File: src/rtl/genius_pkg.sv
// Shared types and helpers for the Genius (Simon) game sequencer.
package genius_pkg;

    typedef enum logic [3:0] {
        S_IDLE,
        S_GEN,
        S_SHOW_ON,
        S_SHOW_OFF,
        S_INPUT,
        S_ROUND_OK,
        S_CHECK,
        S_WIN,
        S_LOSE
    } state_t;

    localparam logic [1:0] C_GREEN  = 2'd0;
    localparam logic [1:0] C_RED    = 2'd1;
    localparam logic [1:0] C_YELLOW = 2'd2;
    localparam logic [1:0] C_BLUE   = 2'd3;

    localparam int SEQ_LEN = 16;

    function automatic logic [3:0] onehot2(input logic [1:0] c);
        logic [3:0] r;
        case (c)
            C_GREEN:  r = 4'b0001;
            C_RED:    r = 4'b0010;
            C_YELLOW: r = 4'b0100;
            C_BLUE:   r = 4'b1000;
            default:  r = 4'b0000;
        endcase
        return r;
    endfunction

endpackage

File: src/rtl/genius_lfsr.sv
// 8-bit Fibonacci LFSR (taps 8,6,5,4); q exposes the two LSBs as the colour draw.
module genius_lfsr (
    input  logic       clk,
    input  logic       R,
    input  logic       load,
    input  logic [7:0] seed,
    input  logic       step,
    output logic [1:0] q
);

    logic [7:0] s;
    logic       fb;

    assign fb = s[7] ^ s[5] ^ s[4] ^ s[3];
    assign q  = s[1:0];

    always_ff @(posedge clk) begin
        if (R) begin
            s <= 8'h00;
        end else if (load) begin
            // an all-zero seed would lock the register up
            s <= (seed == 8'h00) ? 8'h01 : seed;
        end else if (step) begin
            s <= {s[6:0], fb};
        end
    end

endmodule

File: src/rtl/genius_game_ctrl.sv
// Genius game sequencer: builds a colour sequence, plays growing prefixes,
// checks the player's replies and drives the external round counter.
module genius_game_ctrl
    import genius_pkg::*;
#(
    parameter int         SHOW_T    = 12_500_000,
    parameter int         GAP_T     = 6_250_000,
    parameter int         TIMEOUT_T = 250_000_000,
    parameter logic [7:0] SEED      = 8'hA5
) (
    input  logic       clk,
    input  logic       R,
    input  logic       start,
    input  logic [3:0] btn,
    input  logic [3:0] level,
    input  logic       tc_i,
    output logic       cnt_E,
    output logic       cnt_R,
    output logic [3:0] led,
    output logic [3:0] round_o,
    output logic       busy,
    output logic       win,
    output logic       lose
);

    localparam int TM1  = (SHOW_T > GAP_T) ? SHOW_T : GAP_T;
    localparam int TMAX = (TM1 > TIMEOUT_T) ? TM1 : TIMEOUT_T;
    localparam int TW   = $clog2(TMAX + 1);

    localparam logic [TW-1:0] SHOW_END = TW'(SHOW_T - 1);
    localparam logic [TW-1:0] GAP_END  = TW'(GAP_T - 1);
    localparam logic [TW-1:0] TMO_END  = TW'(TIMEOUT_T - 1);

    state_t        st, st_d;
    logic [TW-1:0] t, t_d, t_inc;
    logic [3:0]    j, j_d;
    logic [3:0]    rnd, rnd_d;
    logic [3:0]    lq, lq_d;
    logic [3:0]    g, g_d;
    logic [1:0]    seq [SEQ_LEN];
    logic [1:0]    lfsr_q;
    logic          ld, step;
    logic [3:0]    exp_btn;
    logic [3:0]    led_d;

    genius_lfsr u_lfsr (
        .clk  (clk),
        .R    (R),
        .load (ld),
        .seed (SEED),
        .step (step),
        .q    (lfsr_q)
    );

    assign t_inc   = (t == '1) ? t : t + TW'(1);
    assign exp_btn = onehot2(seq[j]);

    always_comb begin
        st_d  = st;
        t_d   = t;
        j_d   = j;
        rnd_d = rnd;
        lq_d  = lq;
        g_d   = g;
        ld    = 1'b0;
        step  = 1'b0;
        unique case (st)
            S_IDLE, S_WIN, S_LOSE: begin
                if (start) begin
                    st_d = S_GEN;
                    g_d  = 4'd0;
                    lq_d = (level == 4'd0) ? 4'd1 : level;
                    ld   = 1'b1;
                end
            end
            S_GEN: begin
                step = 1'b1;
                g_d  = g + 4'd1;
                if (g == 4'd15) begin
                    st_d  = S_SHOW_ON;
                    rnd_d = 4'd1;
                    j_d   = 4'd0;
                    t_d   = '0;
                end
            end
            S_SHOW_ON: begin
                if (t == SHOW_END) begin
                    st_d = S_SHOW_OFF;
                    t_d  = '0;
                end else begin
                    t_d = t_inc;
                end
            end
            S_SHOW_OFF: begin
                if (t == GAP_END) begin
                    t_d = '0;
                    if (j == rnd - 4'd1) begin
                        st_d = S_INPUT;
                        j_d  = 4'd0;
                    end else begin
                        st_d = S_SHOW_ON;
                        j_d  = j + 4'd1;
                    end
                end else begin
                    t_d = t_inc;
                end
            end
            S_INPUT: begin
                if (btn == 4'd0) begin
                    if (t == TMO_END) st_d = S_LOSE;
                    else              t_d  = t_inc;
                end else if (btn == exp_btn) begin
                    // a correct press beats a coincident timeout
                    t_d = '0;
                    if (j == rnd - 4'd1) st_d = S_ROUND_OK;
                    else                 j_d  = j + 4'd1;
                end else begin
                    st_d = S_LOSE;
                end
            end
            S_ROUND_OK: st_d = S_CHECK;
            S_CHECK: begin
                if (tc_i || rnd == lq) begin
                    st_d = S_WIN;
                end else begin
                    st_d  = S_SHOW_ON;
                    rnd_d = (rnd == 4'd15) ? rnd : rnd + 4'd1;
                    j_d   = 4'd0;
                    t_d   = '0;
                end
            end
            default: st_d = S_IDLE;
        endcase
    end

    always_comb begin
        led_d = 4'd0;
        case (st_d)
            S_SHOW_ON, S_LOSE: led_d = onehot2(seq[j_d]);
            S_WIN:             led_d = 4'hF;
            default:           led_d = 4'd0;
        endcase
    end

    // outputs are registered from the next state so they track st exactly
    always_ff @(posedge clk) begin
        if (R) begin
            st      <= S_IDLE;
            t       <= '0;
            j       <= 4'd0;
            rnd     <= 4'd0;
            lq      <= 4'd0;
            g       <= 4'd0;
            for (int i = 0; i < SEQ_LEN; i++) seq[i] <= 2'd0;
            led     <= 4'd0;
            cnt_E   <= 1'b0;
            cnt_R   <= 1'b1;
            round_o <= 4'd0;
            busy    <= 1'b0;
            win     <= 1'b0;
            lose    <= 1'b0;
        end else begin
            st  <= st_d;
            t   <= t_d;
            j   <= j_d;
            rnd <= rnd_d;
            lq  <= lq_d;
            g   <= g_d;
            if (st == S_GEN) seq[g] <= lfsr_q;
            led     <= led_d;
            cnt_E   <= (st_d == S_ROUND_OK);
            cnt_R   <= (st_d == S_IDLE) || (st_d == S_GEN) ||
                       (st_d == S_WIN)  || (st_d == S_LOSE);
            busy    <= !((st_d == S_IDLE) || (st_d == S_WIN) ||
                         (st_d == S_LOSE));
            round_o <= ((st_d == S_IDLE) || (st_d == S_GEN)) ? 4'd0 : rnd_d;
            win     <= (st_d == S_WIN);
            lose    <= (st_d == S_LOSE);
        end
    end

endmodule

File: config.mk
export PLATFORM = sky130hd
export DESIGN_NAME = genius_game_ctrl
export DESIGN_NICKNAME = d
export VERILOG_FILES = /design/src/rtl/genius_pkg.sv /design/src/rtl/genius_lfsr.sv /design/src/rtl/genius_game_ctrl.sv
export SDC_FILE = /design/constraint.sdc
export NUM_CORES = 1
export LEC_CHECK = 0
export ABC_AREA = 1
export CAP_MARGIN = 5
export CORE_MARGIN = 5
export CORE_UTILIZATION = 35
export DETAILED_ROUTE_END_ITERATION = 8
export PLACE_DENSITY_LB_ADDON = 0.3
export SETUP_SLACK_MARGIN = 0.3
export SYNTH_ARGS = -nofsm -noshare
export SYNTH_HDL_FRONTEND = slang
export SYNTH_SLANG_ARGS = --single-unit
File: constraint.sdc
create_clock -name clk -period 6 [get_ports clk]
set_clock_uncertainty 0.05 [all_clocks]
set_input_delay 1.5 -clock clk [delete_from_list [all_inputs] [get_ports clk]]
set_output_delay 1.5 -clock clk [all_outputs]
set_load 0.01 [all_outputs]
# Word level (Yosys, flattened, before mapping)
# Memories as Yosys holds them, arrays and structs flattened. A register that Yosys moved wholly into a read port is not among the register bits.
# Index checks and enable logic that the tools add are counted.
[totals] ram_bits=32 elab_cells=132 n_memories=1 register_bits=69
[classes] mux=51 reduce_logical=24 n_bitwise=3 eq_ne=33 addsub=5
[memory_table] memory="seq" depth=16 word_bits=2 read_ports=2 rd_ports_with_merged_regs=1 write_ports=16 line_no="genius_game_ctrl.sv:40" text="logic [1:0] seq [SEQ_LEN];"
[ops] op="28-bit 2-to-1 mux" n=8
[ops] op="28-bit case mux with 5 select lines" n=1
[ops] op="4-bit 2-to-1 mux" n=22
[ops] op="28-bit == test (second input constant)" n=2
[ops] op="4-bit case mux with 4 select lines" n=3
[ops] op="28-bit by 1-bit adder with 28-bit output (second input constant)" n=1
[ops] op="28-bit by 23-bit == test with 1-bit output (second input constant)" n=1
[ops] op="28-bit by 24-bit == test with 1-bit output (second input constant)" n=1
[ops] op="4-bit case mux with 7 select lines" n=1
[ops] op="4-bit by 3-bit == test with 1-bit output (second input constant)" n=6
[ops] op="4-bit case mux with 2 select lines" n=3
[ops] op="4-bit == test (second input constant)" n=4
[ops] op="4-bit logical NOT" n=4
[ops] op="8-bit 2-to-1 mux" n=2
[ops] op="4-bit by 1-bit adder with 4-bit output (second input constant)" n=3
[ops] op="4-bit by 2-bit == test with 1-bit output (second input constant)" n=3
[ops] op="4-bit == test" n=3
[ops] op="2-bit == test (second input constant)" n=4
[ops] op="4-bit by 1-bit == test with 1-bit output (second input constant)" n=2
[ops] op="1-bit 2-to-1 mux" n=8
[ops] op="2-bit OR reduction" n=4
[ops] op="1-bit logical OR" n=6
[ops] op="3-bit 2-to-1 mux" n=2
[ops] op="2-bit != test (second input constant)" n=3
[ops] op="other kinds (12)" n=19

# Depth between registers and ports, before layout
# Gate-level depths: netlist of the first run.
[depth] ltp_word=10 depth_mapped=26

# Modules after synthesis
# From an unflattened synthesis of the first run, not the netlist that was laid out.
[unflattened] hier_cells=917 area_unflattened_um2=6311.1
[by_module_without_submodules] mod="genius_game_ctrl" area_per_inst_um2=5824.3 instances=1 cells_per_inst=852
[by_module_without_submodules] mod="genius_lfsr" area_per_inst_um2=486.7 instances=1 cells_per_inst=65

# Least setup slack after synthesis of the first run
# No wires, ideal clock.
[synth_timing] path_type="input port to flip-flop" start="input btn[3]" end="register t[22]" arrival_time_ps=3042 t_required_ps=5830 setup_time_ps=120 path_slack_ps=2788 cell_stages=15 cell_sequence="nor2_1 > nor3_1 > nand2_1 > o21ai_2 > nand2_4 > nand3_2 > nand2_4 > nor2_8 > nand2_2 > nor2_4 > nand2_1 > nor2_1 > nand2_1 > o21ai_1 > a21oi_1"
[synth_via] elab_chain_len=3 word_cells_on_any_way=7
[synth_lines] item="start, declared" line_no="genius_game_ctrl.sv:14" text="input logic [3:0] btn,"
[synth_lines] item="4-bit == test or 4-bit logical NOT (tied branches)" line_no="genius_game_ctrl.sv:112, genius_game_ctrl.sv:109"
[synth_lines] item="3-bit != test (no source line) or 28-bit 2-to-1 mux (tied branches)"
[synth_lines] item="5-bit AND reduction (no source line) or 28-bit case mux with 5 select lines (tied branches)"
[synth_lines] item="end signal, assigned" line_no="genius_game_ctrl.sv:164" text="t <= t_d;"
[synth_lines] item="end, declared" line_no="genius_game_ctrl.sv:35" text="logic [TW-1:0] t, t_d, t_inc;"
# Several ways; a longest one is shown, not always the timed one.
# A chain may end at the register's enable or synchronous reset.

==> results of run 1 <==
-- flip-flops by register name, summed over array words and instances, names as in the netlist --
| name | cells |
|---|---|
| busy | 1 |
| cnt_E | 1 |
| cnt_R | 1 |
| g | 4 |
| j | 4 |
| led | 4 |
| lose | 1 |
| lq | 4 |
| rnd | 4 |
| round_o | 4 |
| seq | 32 |
| st | 4 |
| t | 28 |
| u_lfsr.s | 8 |
| win | 1 |
-- layer usage --
metal  vias up  routed length, um  global-route usage
met4         0                357             0.05758
met3        26                904             0.03539
met1      2546               7865              0.2354
met5         -                  0                   0
met2       152               6334              0.2277
li1       2884                  -                   -
-- power groups by stage --
stage | registers [mW] | clock network, mW | logic [mW]
finish | 0.744 | 0.719 | 0.244
global route | 0.747 | 0.759 | 0.277
CTS | 0.744 | 0.730 | 0.242
detailed placement | 0.759 | 0 | 0.241
global placement | 0.759 | 0 | 0.242
floorplan | 0.748 | 0 | 0.195
-- kinds of logic after synthesis --
logic type / after synthesis
XOR/XNOR: 21
flip-flops: 101
adder cells (fa/ha/maj): 9
buffers and inverters: 157
AO/OA/AOI/OAI: 92
AND/OR/NAND/NOR: 497
-- cell type report --
class                      instances  area, um2
clock buffer                      10      229.0
clock inverter                     6      133.9
fill                            1807      10260
inverter                         134      503.0
multi-input combinational        619       3100
sequential                       101       2342
tap                              225      281.5
timing repair buffer              27      262.8
-- path summary, 6_finish.rpt --
kind	slack, ps	start	depth (start not counted)	endpoint
hold / removal	420	u_lfsr.s[6]	2	u_lfsr.s[6]
hold reg to reg	420	u_lfsr.s[6]	2	u_lfsr.s[6]
setup / recovery	2300	j[0]	18	t[19]
setup reg to reg	2300	j[0]	18	t[19]
-- placed cells by master, fill, tap and decap left out, types with 2 or more instances in the layout --
master,n
edfxtp_1,32
nand3_1,105
nor3_2,3
o21ai_1,9
xnor2_1,8
nor2_1,97
ha_1,9
nand4_1,14
a31oi_1,2
nor2_4,2
buf_4,3
nor4_1,13
o31ai_1,2
a221oi_1,4
nor3_1,25
clkbuf_16,9
dfxtp_1,69
o21ai_2,3
nand2_1,214
clkdlybuf4s50_1,24
nor3b_1,3
or2_2,2
inv_1,118
inv_2,15
nor2_2,4
nand2_2,3
nand3_2,3
or3_1,2
a211oi_1,5
a21oi_1,33
o21ai_0,23
nand2_4,4
a21oi_2,2
bufinv_16,4
xor2_1,13
-- worst max-delay path, cell delays in order (launching register included) --
cell and delay [ps]:
dfxtp_1 860, inv_2 370, nand2_1 140, nand3_1 80, nand3_1 170, nand3_1 160
nand2_1 130, nand2_1 70, o21ai_2 230, nand2_4 110, nand3_2 110, nand2_4 100
nor2_8 180, inv_2 100, nor3_4 290, nand2_1 150, o21ai_1 180, nand2_1 70
nor2_1 70
==> run metrics, run 1 <==
# IOs 25; Max-Cap Viols 0; CTS tree done; FFs w/ async S/R, synth 0; Starting Density 0.3541; Place WS 1950 ps; Switching Power 454.1 uW; mux cell area share after synthesis 0; top cells by count, synth nand2_1, inv_1, nand3_1, nor2_1, dfxtp_1; number of global-route vias before repair slightly above 5000; final setup vio count 0; DR DRC count 0; Post-Syn Instances 877; vias per cell 4.998; antenna viol nets, final 0; Avg WL per Cell 13.78 um; maximum clock frequency 270.3 MHz; Num CTS Buffers 9; post-synth top area cell dfxtp_1; Final Hold Viols 0; Hold Buf Count CTS 0; Final Max Slew Viols 0; clock sink count slightly above 100; Seq/Total Area, Yosys 0.3865; proportion of layout cells with a drive suffix above 1 0.07023; Root Buffer clkbuf_16; first-pass GRT wire length 25.92 mm; WS Path Type reg -> reg; gr usage total 0.1595; DR iter-0 viols 498; Worst setup SP type flip-flop; HPWL after DPL 11.54 mm; Avg Inst Size Synth 6.911 um2; Min-Delay Path Class reg -> reg; dominant cells by area after synthesis dfxtp_1, edfxtp_1, nand2_1; status finished clean; peak supply drop 0.1740 mV; antenna violations before repair 0; area post-placement roughly 6500 um2; DR vias 5608; XOR/XNOR Fraction of Synth Area 0.03035; post-CTS setup buffer count 0; Clock power frac 0.421; number of synthesized flops with an enable pin 32; setup TNS 0 ps; final non-filler cell area 6853 um2; PostCTS Resize Cnt 0; Seq cells post-synth a little over 100; DIE AREA 20050 um2; Mapped Area 6061 um2; DRT Wirelength around 15 mm; final core utilization 0.4004; Rel. slew slack 0.4034; yosys warns 0; Critical Path AT a little under 4000 ps; top_reg_cell synth dfxtp_1; drt pass-1 iters 5; Clk pin slew, worst setup/hold paths about 70 ps; fraction of the mapped netlist area in adder cells 0.01858; area delta synth->final 13.07%; Setup crit end kind flip-flop; Static Leak ~2.8 nW; hold slack final 417.9 ps; Synth Area in Compound Gates 0.09145; Worst Slack Setup Final approximately 2300 ps; sw frac 0.2659; Worst-Skew Late Latency approximately 360 ps; Pwr Density 249.2 nW/um2; Net count, final around 910; post-synthesis simple-gate area fraction 0.3712; DIE WIDTH roughly 140 um; row count 48; Yosys cell types 50; fin crit share 0.6165; minimum period implied by the final worst setup slack ~3700 ps; H-tree Lvls 3; gr ovfl total 0; combinational share of power 0.143; CTS Buffer Depth 2; internal cell power about 1.3 mW; largest family of logic cells by synthesized area simple AND/OR/NAND/NOR gates; worst-margin pin slew 893.9 ps; total power 1.707 mW; CP required ~6300 ps; RSZ-0062 raised after global routing no; PortBufs 24; Syn Nets 898; most numerous cell in the Yosys netlist nand2_1; critical path peak fanout 22; share of the synthesized area in the top cell type 0.2279; diode count 0; Die H 141.6 um; GPL Wtd Cong between 0.9 and 1; pin count of the biggest net entering global routing 24; placed instance count about 1100; Non-Filler Instances roughly 1100; Sequential Power Share 0.436; core area between 15000 and 20000 um2
Note: power is estimated with default switching activity, not from simulation.
==> run 2, diff against run 1 <==
==> constraint.sdc (replaced) <==
create_clock -name clk -period 3.4 [get_ports clk]
set_clock_uncertainty 0.05 [all_clocks]
set_input_delay 0.85 -clock clk [delete_from_list [all_inputs] [get_ports clk]]
set_output_delay 0.85 -clock clk [all_outputs]
set_load 0.01 [all_outputs]
==> run 2 against run 1 <==
Compared with the run above: die area stayed put; worst setup slack worse by 1800 ps; worst hold slack better by 0.74 ps; sequential cell count stayed put; largest cell class unchanged; largest power group unchanged.
==> run metrics, run 2 (synthesized netlist as in run 1, its figures left out) <==
CP required 3610 ps (-2640 ps); worst-margin pin slew 547.6 ps (-346.3 ps); drt pass-1 iters 5 (unchanged); worst hold start u_lfsr.s[1]; hold depth 2 (unchanged); first-pass GRT wire length 27.20 mm (+5.0%); Die H 141.6 um (unchanged); reg2reg end led[2]; H-tree Lvls 3 (unchanged); PortBufs 24 (unchanged); number of flip-flops in the largest register 32 (unchanged); Net count, final 938 (+2.7%); CTS Buffer Depth 2 (unchanged); Slowest cell on crit path clkdlybuf4s50_1; FF-to-FF setup slack 480 ps (-1820 ps); WS Path Type in -> reg; final setup vio count 0 (unchanged); DRT Wirelength 16.22 mm (+4.9%); Worst Slack Setup Final 455.8 ps (-1845 ps); final non-filler cell area 7139 um2 (+4.2%); DIE AREA 20050 um2 (unchanged); proportion of layout cells with a drive suffix above 1 0.1193 (+0.04907); Final Hold Viols 0 (unchanged); Num CTS Buffers 9 (unchanged); antenna viol nets, final 0 (unchanged); area delta synth->final 17.80%; RSZ-0062 raised after global routing yes; row count 48 (unchanged); Starting Density 0.3541 (unchanged); critical path peak fanout 6 (-73%); most frequent cells in the layout nand2_1, inv_1, nand3_1; vias per cell 5.042 (+0.87%); DR DRC count 0 (unchanged); DR vias 5783 (+3.1%); gr usage total 0.1665 (+0.007004); Final Max Slew Viols 0 (unchanged); core area 17120 um2 (unchanged); Root Buffer clkbuf_16; Min-Delay Path Class reg -> reg; Crit path largest cell delay 510 ps (-350 ps); reg2reg path depth 20 (+2); status finished clean; footprint of the multi-input gates 3233 um2 (+4.3%); Static Leak 2.852 nW (+3.3%); Max-Cap Viols 0 (unchanged); diode count 0 (unchanged); Largest regs seq x32, t x28, u_lfsr.s x8; peak supply drop 0.2481 mV (+43%); clock sink count 101 (unchanged); gr ovfl total 0 (unchanged); Worst-Skew Late Latency 360 ps (about the same); Clk pin slew, worst setup/hold paths 70 ps (about the same); Top delay family on crit path simple AND/OR/NAND/NOR gates; Hold Path End u_lfsr.s[1]; Place WS 98.29 ps (-1852 ps); maximum clock frequency 339.6 MHz; Hold Buf Count CTS 0 (unchanged); CP most frequent cell nand2_1; Critical Path Stages 17 (-1); antenna violations before repair 0 (unchanged); Fillers 1771 (-2.0%); Setup crit end kind flip-flop; HPWL after DPL 12.15 mm (+5.3%); DIE WIDTH 141.6 um (unchanged); DR iter-0 viols 540 (+8.4%); Pwr Density 401.5 nW/um2 (+61%); Critical Path AT 3160 ps (-790 ps); Avg WL per Cell 14.14 um (+2.6%); CTS tree done; Rel. slew slack 0.6327 (+0.2293); pin count of the biggest net entering global routing 28 (+17%); most common cell after layout, fill and taps aside nand2_1; number of global-route vias before repair 5497 (+6.7%); setup TNS 0 ps (unchanged); GPL Wtd Cong 0.9194 (about the same); Sequential cell area 2350 um2 (+0.32%); fin crit share 0.8660; Largest Register seq; area post-placement 6588 um2 (+1.5%); Worst setup SP type input pin; minimum period implied by the final worst setup slack just under 3000 ps; Worst Path Buf+Inv 2 (unchanged); r2r startpoint t[0]; critical path cell sequence clkdlybuf4s50_1 -> nor2_1 -> nor3_1 -> nand2_1 -> o21ai_4 -> nand2_4 -> nand2_1 -> nand3_4 -> a21oi_4 -> buf_4 -> nand3_1 -> nand3_1 -> nand3_1 -> nand2_1 -> nor2_2 -> nand2_1 -> nand2_1; # IOs 25 (unchanged)
## run 2: layout make-up
cell class,count,share of cell area
clock buffer,11,0.03400
clock inverter,5,0.008412
inverter,134,0.07185
multi-input combinational,620,0.4529
sequential,101,0.3291
tap,225,0.03943
timing repair buffer,51,0.06432
## run 2: what timing repair did
action | CTS | global route
gates resized for setup | 0 | 39
setup endpoints to repair | 0 | 19
buffers inserted | 0 | 11
hold endpoints to repair | 0 | 0
## run 2: report_power, final
group	switching [mW]	internal, mW
Clock	0.466	0.592
Combinational	0.324	0.179
Sequential	0.0286	1.28
## run 2: worst max-delay path by stage
stage           start  endpoint
6_report       btn[3]    led[0]
5_1_grt          t[0]    led[3]
4_1_cts        rnd[0]    led[2]
3_5_place_dp   btn[3]    led[2]
3_3_place_gp   btn[3]    led[3]
2_1_floorplan  rnd[0]    led[3]
## run 2: metrics by stage
stage                       util  power, mW  cells  hold slack [ps]
final                     0.4171      2.867   1147            418.6
after global routing      0.4171      3.003   1147            436.0
after CTS                 0.4026      2.844   1135            421.8
after detailed placement  0.3849      1.788   1119            412.0
after global placement    0.3849      1.785   1119            408.3
after floorplan                -      1.663    877            391.3
## run 2: per-layer routing
| metal | global-route usage | share of wire | vias to the layer above |
|---|---|---|---|
| met5 | 0 | 0 | - |
| met4 | 0.06313 | 0.017 | 0 |
| met3 | 0.03202 | 0.058 | 19 |
| met2 | 0.2496 | 0.44 | 163 |
| met1 | 0.2375 | 0.48 | 2662 |
| li1 | - | - | 2939 |
## run 2: worst min-delay path: cells and delay by family (launching register included)
family,cells,cell delay [ps]
AND/OR/NAND/NOR,1,60
flip-flops,1,310
AO/OA/AOI/OAI,1,50
==> run 3, diff against run 2 <==
--- a/config.mk
+++ b/config.mk
@@ -7,8 +7,8 @@
 export LEC_CHECK = 0
 export ABC_AREA = 1
 export CAP_MARGIN = 5
-export CORE_MARGIN = 5
 export CORE_UTILIZATION = 35
+export CTS_CLUSTER_SIZE = 40
 export DETAILED_ROUTE_END_ITERATION = 8
 export PLACE_DENSITY_LB_ADDON = 0.3
 export SETUP_SLACK_MARGIN = 0.3
==> run 3 against run 2 <==
Compared with the run above: critical path depth increased by 2; sequential cell count unchanged; critical endpoint unchanged; largest power group unchanged; register-to-register slack got worse by 50 ps; first-iteration DRC count decreased by 7.6%; non-clock buffer count unchanged; final cell count decreased by 0.35%; maximum frequency decreased by 0.96%; largest cell class unchanged; wire length decreased by 0.89%.
==> run metrics, run 3 (synthesized netlist as in run 1, its figures left out) <==
Worst Slack Setup Final 427.1 ps (-28.66 ps); Setup crit end kind flip-flop; Final Hold Viols 0 (unchanged); DIE AREA 17850 um2 (-11%); PortBufs 24 (unchanged); setup TNS 0 ps (unchanged); antenna viol nets, final 0 (unchanged); most frequent cells in the layout nand2_1, inv_1, nand3_1; Starting Density 0.3616 (+0.007534); Critical Path AT 3230 ps (+70 ps); row count 47 (-2.1%); Worst-Skew Late Latency 370 ps (about the same); critical path cell sequence clkinvlp_4 -> ha_4 -> xnor2_1 -> xor2_1 -> nor2_1 -> nand2_2 -> ha_1 -> nand3_2 -> nand3_4 -> nand2_8 -> buf_4 -> nand3_1 -> nand3_1 -> nand3_1 -> nand3_1 -> nand2_1 -> nor2_2 -> nand2_1 -> nand2_1; Static Leak 2.888 nW (+1.3%); number of flip-flops in the largest register 32 (unchanged); proportion of layout cells with a drive suffix above 1 0.1246 (+0.005288); Min-Delay Path Class reg -> reg; DIE WIDTH 133.6 um (-5.7%); final core utilization 0.4274 (+0.01029); Largest Register seq; core area 16760 um2 (-2.1%); area delta synth->final 18.19%; most common cell after layout, fill and taps aside nand2_1; Place WS 87.11 ps (-11.18 ps); DRT Wirelength 16.08 mm (-0.89%); status finished clean; number of global-route vias before repair 5028 (-8.5%); H-tree Lvls 3 (unchanged); RSZ-0062 raised after global routing no; Crit path largest cell delay 370 ps (-140 ps); Fillers 1747 (-1.4%); Slowest cell on crit path dfxtp_4; Worst Path Buf+Inv 2 (unchanged); DR vias 5728 (-0.95%); gr ovfl total 0 (unchanged); DR iter-0 viols 499 (-7.6%); Rel. slew slack 0.5764 (-0.05626); Largest regs seq x32, t x28, u_lfsr.s x8; Max-Cap Viols 0 (unchanged); HPWL after DPL 11.94 mm (-1.7%); gr usage total 0.1848 (+0.01824); worst-margin pin slew 633.9 ps (+86.24 ps); DR DRC count 0 (unchanged); antenna violations before repair 0 (unchanged); Net count, final 939 (+0.11%); Num CTS Buffers 9 (unchanged); CP most frequent cell nand3_1; # IOs 25 (unchanged); critical path peak fanout 7 (+1); Worst setup SP type flip-flop; drt pass-1 iters 6 (+1); total power 2.918 mW (+1.8%); peak supply drop 0.2842 mV (+15%); clock sink count 101 (unchanged); final setup vio count 0 (unchanged); CTS Buffer Depth 2 (unchanged); fin crit share 0.8744 (+0.008429); Die H 133.6 um (-5.7%); pin count of the biggest net entering global routing 22 (-21%); minimum period implied by the final worst setup slack 2973 ps (+28.66 ps); diode count 0 (unchanged); GPL Wtd Cong 0.9177 (-0.18%); WS Path Type reg -> reg; vias per cell 5.011 (-0.60%); CTS tree done; Avg WL per Cell 14.07 um (-0.55%); Top delay family on crit path simple AND/OR/NAND/NOR gates; Clk pin slew, worst setup/hold paths 80 ps (about the same); Final Max Slew Viols 0 (unchanged); Pwr Density 407.3 nW/um2 (+1.4%); Root Buffer clkbuf_16; CP required 3660 ps (+50 ps); maximum clock frequency 336.4 MHz (-0.96%); first-pass GRT wire length 25.92 mm (-4.7%)
-- run 3: cell count changes in the layout (fill, tap and decap cells not counted), sizes merged --
cell      before  now
clkbuf        11    9
clkinv         4    3
inv          131  135
clkinvlp       3    2
nand2        221  222
-- run 3: final cells by class --
type / count / area [um2] / share of cell area
multi-input cells: 621 / 3251 / 0.4538
clock inverters: 7 / 86.33 / 0.01205
clock buffers: 9 / 225.2 / 0.03144
repair buffers: 51 / 462.9 / 0.06463
inverters: 134 / 513.0 / 0.07162
flip-flops and latches: 101 / 2350 / 0.3280
well taps: 220 / 275.3 / 0.03843
-- run 3: worst paths after layout --
kind | startpoint | endpoint | slack, ps | cells after the start
setup reg to reg | rnd[0] | led[0] | 430 | 19
hold / removal | u_lfsr.s[6] | u_lfsr.s[6] | 420 | 2
hold reg to reg | u_lfsr.s[6] | u_lfsr.s[6] | 420 | 2
setup / recovery | rnd[0] | led[0] | 430 | 19
-- run 3: report_power, final --
part / internal (mW) / switching [mW]
clock network: 0.589 / 0.514
registers: 1.28 / 0.0290
logic: 0.181 / 0.328
-- run 3: metrics by stage --
| stage | hold slack (ps) | instance area [um2] | cells |
|---|---|---|---|
| after floorplan | 391.3 | 6061 | 877 |
| after global placement | 404.0 | 6574 | 1113 |
| after detailed placement | 412.6 | 6574 | 1113 |
| after CTS | 421.3 | 6894 | 1129 |
| after global routing | 437.9 | 7163 | 1143 |
| final | 415.6 | 7163 | 1143 |
-- run 3: routing by layer --
metal,track usage,share of wire,up-vias
li1,-,-,2948
met1,0.2746,0.49,2568
met2,0.2671,0.42,192
met3,0.03957,0.067,20
met4,0.04924,0.017,0
met5,0,0,-
-- run 3: repair_timing --
action / 4_1_cts / 5_1_grt
gates resized for setup: 2 / 39
endpoints found under the setup margin: 3 / 13
setup buffers: 0 / 12
cloned: 0 / 2
hold buffers: 0 / 0
pin swaps: 0 / 5
-- run 3: worst reg2reg max path: cells and delay by family, from the launching register on --
family	cells	cell delay (ps)
xor gates and xnor gates	2	320
adders and majority gates	2	510
buffers and inverters	2	260
DFF	1	370
and+or+nand+nor	13	1420
